--- src/rtl/cpu_pipe_pkg.sv ---
// Shared pipeline types and constants for the 5-stage 64-bit CPU.
package cpu_pipe_pkg;

    localparam int unsigned REG_ADDR_W = 5;
    localparam int unsigned HAZ_CNT_W  = 3;
    localparam int unsigned PERF_W     = 32;

    localparam logic [REG_ADDR_W-1:0] XZR = 5'd31;

    typedef enum logic [1:0] {
        RUN    = 2'd0,
        LSTALL = 2'd1,
        FLUSH  = 2'd2
    } hazard_state_t;

endpackage

--- src/rtl/hazard_cmp.sv ---
// Load-use hazard compare: an in-flight load whose destination matches a source
// register read in ID. XZR never creates a dependency.
module hazard_cmp
    import cpu_pipe_pkg::*;
(
    input  logic                  i_mem_read,
    input  logic                  i_reg_write,
    input  logic [REG_ADDR_W-1:0] i_rd,
    input  logic [REG_ADDR_W-1:0] i_rn,
    input  logic                  i_use_rn,
    input  logic [REG_ADDR_W-1:0] i_rm,
    input  logic                  i_use_rm,
    output logic                  o_luh_c
);

    logic w_rn_hit;
    logic w_rm_hit;

    // Per-operand match and final hazard decision
    always_comb begin
        w_rn_hit = i_use_rn && (i_rn == i_rd);
        w_rm_hit = i_use_rm && (i_rm == i_rd);
        o_luh_c  = i_mem_read && i_reg_write && (i_rd != XZR) && (w_rn_hit || w_rm_hit);
    end

endmodule

--- src/rtl/hazard_stall_ctrl.sv ---
// Hazard controller for the ID/EX consumer: freezes PC and IF/ID on load-use
// hazards and flushes IF/ID + bubbles ID/EX after taken branches.
// Optional feature macro: HAZARD_PERF_EN (adds stall_cycles / flush_cycles counters).
module hazard_stall_ctrl
    import cpu_pipe_pkg::*;
#(
    parameter int unsigned LOAD_STALL_CYCLES = 1,
    parameter int unsigned FLUSH_CYCLES      = 2
) (
    input  logic                  clk,
    input  logic                  reset,
    input  logic                  MemRead_EX,
    input  logic                  RegWrite_EX,
    input  logic [REG_ADDR_W-1:0] Rd_EX,
    input  logic [REG_ADDR_W-1:0] Rn_ID,
    input  logic [REG_ADDR_W-1:0] Rm_ID,
    input  logic                  use_Rn_ID,
    input  logic                  use_Rm_ID,
    input  logic                  branch_taken_EX,
    output logic                  pc_write_en,
    output logic                  if_id_write_en,
    output logic                  if_id_flush,
    output logic                  id_ex_bubble,
    output logic [1:0]            hazard_state
`ifdef HAZARD_PERF_EN
    ,
    output logic [PERF_W-1:0]     stall_cycles,
    output logic [PERF_W-1:0]     flush_cycles
`endif
);

    // Parameter range checks at elaboration
    if (LOAD_STALL_CYCLES < 1 || LOAD_STALL_CYCLES > 7) begin : g_bad_lsc
        $error("hazard_stall_ctrl: LOAD_STALL_CYCLES must be 1..7");
    end
    if (FLUSH_CYCLES < 1 || FLUSH_CYCLES > 7) begin : g_bad_fc
        $error("hazard_stall_ctrl: FLUSH_CYCLES must be 1..7");
    end

    hazard_state_t          r_state;
    hazard_state_t          w_next_state;
    logic [HAZ_CNT_W-1:0]   r_cnt;
    logic [HAZ_CNT_W-1:0]   w_next_cnt;
    logic                   w_luh;

    hazard_cmp u_cmp (
        .i_mem_read  (MemRead_EX),
        .i_reg_write (RegWrite_EX),
        .i_rd        (Rd_EX),
        .i_rn        (Rn_ID),
        .i_use_rn    (use_Rn_ID),
        .i_rm        (Rm_ID),
        .i_use_rm    (use_Rm_ID),
        .o_luh_c     (w_luh)
    );

    // State and countdown register
    always_ff @(posedge clk or negedge reset) begin
        if (!reset) begin
            r_state <= RUN;
            r_cnt   <= '0;
        end else begin
            r_state <= w_next_state;
            r_cnt   <= w_next_cnt;
        end
    end

    // Next state and zero-latency control outputs; branch > load-use > state
    always_comb begin
        w_next_state   = r_state;
        w_next_cnt     = r_cnt;
        pc_write_en    = 1'b1;
        if_id_write_en = 1'b1;
        if_id_flush    = 1'b0;
        id_ex_bubble   = 1'b0;

        if (!reset) begin
            w_next_state = RUN;
            w_next_cnt   = '0;
        end else if (branch_taken_EX) begin
            if_id_flush  = 1'b1;
            id_ex_bubble = 1'b1;
            if (FLUSH_CYCLES > 1) begin
                w_next_state = FLUSH;
                w_next_cnt   = HAZ_CNT_W'(FLUSH_CYCLES - 2);
            end else begin
                w_next_state = RUN;
                w_next_cnt   = '0;
            end
        end else if (w_luh) begin
            pc_write_en    = 1'b0;
            if_id_write_en = 1'b0;
            id_ex_bubble   = 1'b1;
            if (LOAD_STALL_CYCLES > 1) begin
                w_next_state = LSTALL;
                w_next_cnt   = HAZ_CNT_W'(LOAD_STALL_CYCLES - 2);
            end else begin
                w_next_state = RUN;
                w_next_cnt   = '0;
            end
        end else begin
            case (r_state)
                RUN: begin
                    w_next_state = RUN;
                end
                LSTALL: begin
                    pc_write_en    = 1'b0;
                    if_id_write_en = 1'b0;
                    id_ex_bubble   = 1'b1;
                    if (r_cnt == '0) w_next_state = RUN;
                    else             w_next_cnt   = r_cnt - HAZ_CNT_W'(1);
                end
                FLUSH: begin
                    if_id_flush  = 1'b1;
                    id_ex_bubble = 1'b1;
                    if (r_cnt == '0) w_next_state = RUN;
                    else             w_next_cnt   = r_cnt - HAZ_CNT_W'(1);
                end
                default: begin
                    w_next_state = RUN;
                    w_next_cnt   = '0;
                end
            endcase
        end
    end

    assign hazard_state = r_state;

`ifdef HAZARD_PERF_EN
    logic [PERF_W-1:0] r_stall_cycles;
    logic [PERF_W-1:0] r_flush_cycles;

    // Saturating stall and flush cycle counters
    always_ff @(posedge clk or negedge reset) begin
        if (!reset) begin
            r_stall_cycles <= '0;
            r_flush_cycles <= '0;
        end else begin
            if (!pc_write_en && (r_stall_cycles != '1))
                r_stall_cycles <= r_stall_cycles + PERF_W'(1);
            if (if_id_flush && (r_flush_cycles != '1))
                r_flush_cycles <= r_flush_cycles + PERF_W'(1);
        end
    end

    assign stall_cycles = r_stall_cycles;
    assign flush_cycles = r_flush_cycles;
`endif

endmodule

--- config.mk ---
export PLATFORM = sky130hd
export DESIGN_NAME = hazard_stall_ctrl
export DESIGN_NICKNAME = d
export VERILOG_FILES = /design/src/rtl/cpu_pipe_pkg.sv /design/src/rtl/hazard_cmp.sv /design/src/rtl/hazard_stall_ctrl.sv
export SDC_FILE = /design/constraint.sdc
export NUM_CORES = 1
export LEC_CHECK = 0
export BUFFER_PORTS_ARGS = -buffer_cell sky130_fd_sc_hd__buf_4
export CORE_AREA = 2 2 39 41
export DETAILED_ROUTE_END_ITERATION = 10
export DIE_AREA = 0 0 41 43
export GPL_TIMING_DRIVEN = 1
export PLACE_DENSITY = 0.7
export SLEW_MARGIN = 10
export SYNTH_ARGS = -nofsm -noshare
export SYNTH_HDL_FRONTEND = slang
export SYNTH_SLANG_ARGS = --single-unit
--- constraint.sdc ---
create_clock -name clk -period 4.2 [get_ports clk]
set_input_delay 0.84 -clock clk [delete_from_list [all_inputs] [get_ports clk]]
set_output_delay 0.84 -clock clk [all_outputs]
set_load 0.005 [all_outputs]
==> results.py <==
metrics = {
    "global_routing": {
        "grt_pass1_wl_um": 1560,
        "grt.met1_usage_pct": 14.7,
        "antenna_found_initial": 0,
        "busiest_layer": "met2",
        "grt_max_degree": 9,
        "grt_use_total_pct": 12.9,
        "met3_usage_pct": 3.66,
        "grt_pass1_vias": 427,
        "grt_use_met2_pct": 20.9,
        "grt-ovfl-total": 0,
    },
    "cells_and_area": {
        "design_area_um2": 629,
        "drive_gt1_share_pct": 41.9,
        "final_nets": 100,
        "diodes": 0,
        "mostFrequentLayoutCells": "buf_4, xnor2_1, nand2_1",
        "fillers": 150,
        "fin_util_pct": 45.5,
        "layout_commonest_cell": "buf_4",
        "syn_to_final_growth_pct": 54.8,
    },
    "logic_synthesis": {
        "ys_ff_latch": 4,
        "syn_area_um2": 407,
        "synth_cell_type_count": 20,
        "synth_top_area_share_pct": 24.6,
        "syn_inst": 47,
        "syn_area_per_cell_um2": 8.65,
        "yosysSeqAreaShare_pct": 24.6,
        "yosysWarningCount": 0,
        "synth_top_cells_by_area": "dfrtp_1, xnor2_1, ha_1, a211oi_1, nand2_1",
        "yosysTopAreaCell": "dfrtp_1",
        "postSynthNetCount": 71,
    },
    "job": {
        "maxCapViolCount": 0,
    },
    "routing": {
        "vias": 395,
        "drt_iter0_drc": 0,
        "drt-vias-per-instance": 4.39,
        "routedWlPerCell_um": 9.43,
        "drt-total-wl_um": 849,
        "drcViolationCount": 0,
        "ant_nets": 0,
        "drt_first_pass_iters": 1,
    },
    "setup_path": {
        "crit_path_start_kind": "input port",
        "cp.required_ps": 3360,
        "r2r_cells": 6,
        "timing.rr.start": "r_cnt[0]",
        "arrival_ps": 1920,
        "startpoint": "Rd_EX[2]",
        "crit_type": "in2out",
        "cp-end-kind": "output port",
        "worstPathMaxFanout": 6,
    },
    "clock_network": {
        "clk_latency_ps": 230,
        "hold_buffers": 0,
        "cts.repair_timing.setup_buffer_count": 0,
        "clockBufferDepth": 2,
        "clock_sinks": 4,
        "cts_root_buf": "clkbuf_4",
        "cts_buffers": 3,
        "htree_num_levels": 1,
        "path_clk_slew_ps": 40,
        "cts_tree": "built",
        "cts_resized": 0,
    },
    "sta": {
        "setup_violations": 0,
        "slew_violations": 0,
        "fmax_ghz": 0.362,
        "fin_crit_sh_pct": 65.7,
        "hold_ws_ps": 409,
        "fin_crit_ps": 2760,
        "fin_skew_ps": 2.64,
        "rsz0062_at_grt": "false",
        "hold_violations": 0,
        "timing.setup.tns_ps": 0,
    },
    "run_status": {
        "status": "complete, no violations",
    },
    "placement": {
        "gp_congestion": 0.675,
        "placed_area_um2": 607,
        "dp_hpwl_um": 780,
        "io_buffers": 26,
    },
    "floorplan": {
        "initial_utilization_pct": 29.4,
        "chipWidth_um": 41,
        "core-area_um2": 1380,
        "dieHeight_um": 43,
        "io_pins": 28,
        "die-area_um2": 1760,
        "row_count": 14,
    },
    "pwr": {
        "power.density_nw_per_um2": 200,
        "p_leak_nw": 0.268,
        "vdd_drop_max_mv": 0.0967,
    },
    "worst_hold_path": {
        "hp-class": "in2async",
    },
}
[layout make-up]
| cell class | count | area [um2] | area share (%) |
|---|---|---|---|
| timing repair buffer | 26 | 195 | 31.0 |
| tap | 16 | 20.0 | 3.18 |
| multi-input combinational | 38 | 280 | 44.5 |
| sequential | 4 | 100 | 15.9 |
| clock buffer | 3 | 22.5 | 3.58 |
| inverter | 3 | 11.3 | 1.79 |
[sequential cells by signal, indices dropped and copies added, names as in the netlist]
name          flops
r_cnt             3
hazard_state      1
[worst max-delay path: stages]
cell	delay [ps]
buf_4	120
and3_1	190
a31oi_2	310
nor2b_1	200
a21boi_0	100
buf_4	160
[power breakdown]
part	leakage, nW	total, mW	internal (mW)	switching [mW]
logic	0.199	0.0394	0.0247	0.0147
registers	0.0548	0.0397	0.0393	0.000371
clock network	0.0138	0.0467	0.0319	0.0148
[layer usage]
layer,vias up,part of all wire (%)
met5,-,0
met4,0,0
met3,0,9.7
met2,22,52
met1,158,38
li1,215,-
[logic make-up (layout without fill, tap and decap cells)]
kind of cell,count (synthesis),in the layout,synth area share (%)
compound gates,12,12,22.5
simple gates,12,12,15.7
xor+xnor,11,11,23.7
buf+inv,5,32,6.46
flops,4,4,24.6
fa+ha+maj,2,2,6.15
other cells,1,1,0.922
[Yosys cell counts]
library cell  count
a31oi_2           1
o21a_1            1
a211oi_1          3
ha_1              2
o22ai_2           1
nor2b_1           2
conb_1            1
dfrtp_1           4
nand2b_1          1
xnor2_1          11
and3_1            1
nand4_1           2
nand3b_1          1
a21boi_0          1
inv_1             3
a31o_1            1
buf_4             2
a21oi_1           1
nand2_1           5
o21ai_0           3
[through the flow]
step                      instances  setup WS [ps]  total power [mW]
after CTS                        90           1420             0.129
final                            90           1440             0.126
after global placement           87           1430            0.0797
after detailed placement         87           1420            0.0801
after global routing             90           1280             0.137
after floorplan                  47           1710            0.0570
[path summary, 6_finish.rpt]
path | to | slack, ps
worst max-delay path | if_id_flush | 1440
worst min-delay path | r_cnt[2] | 410
worst max register to register | r_cnt[1] | 2720
worst min register to register | r_cnt[0] | 550
max in group asynchronous | r_cnt[0] | 3670
min in group clk | r_cnt[0] | 550
Power figures use the tool's default switching activity.
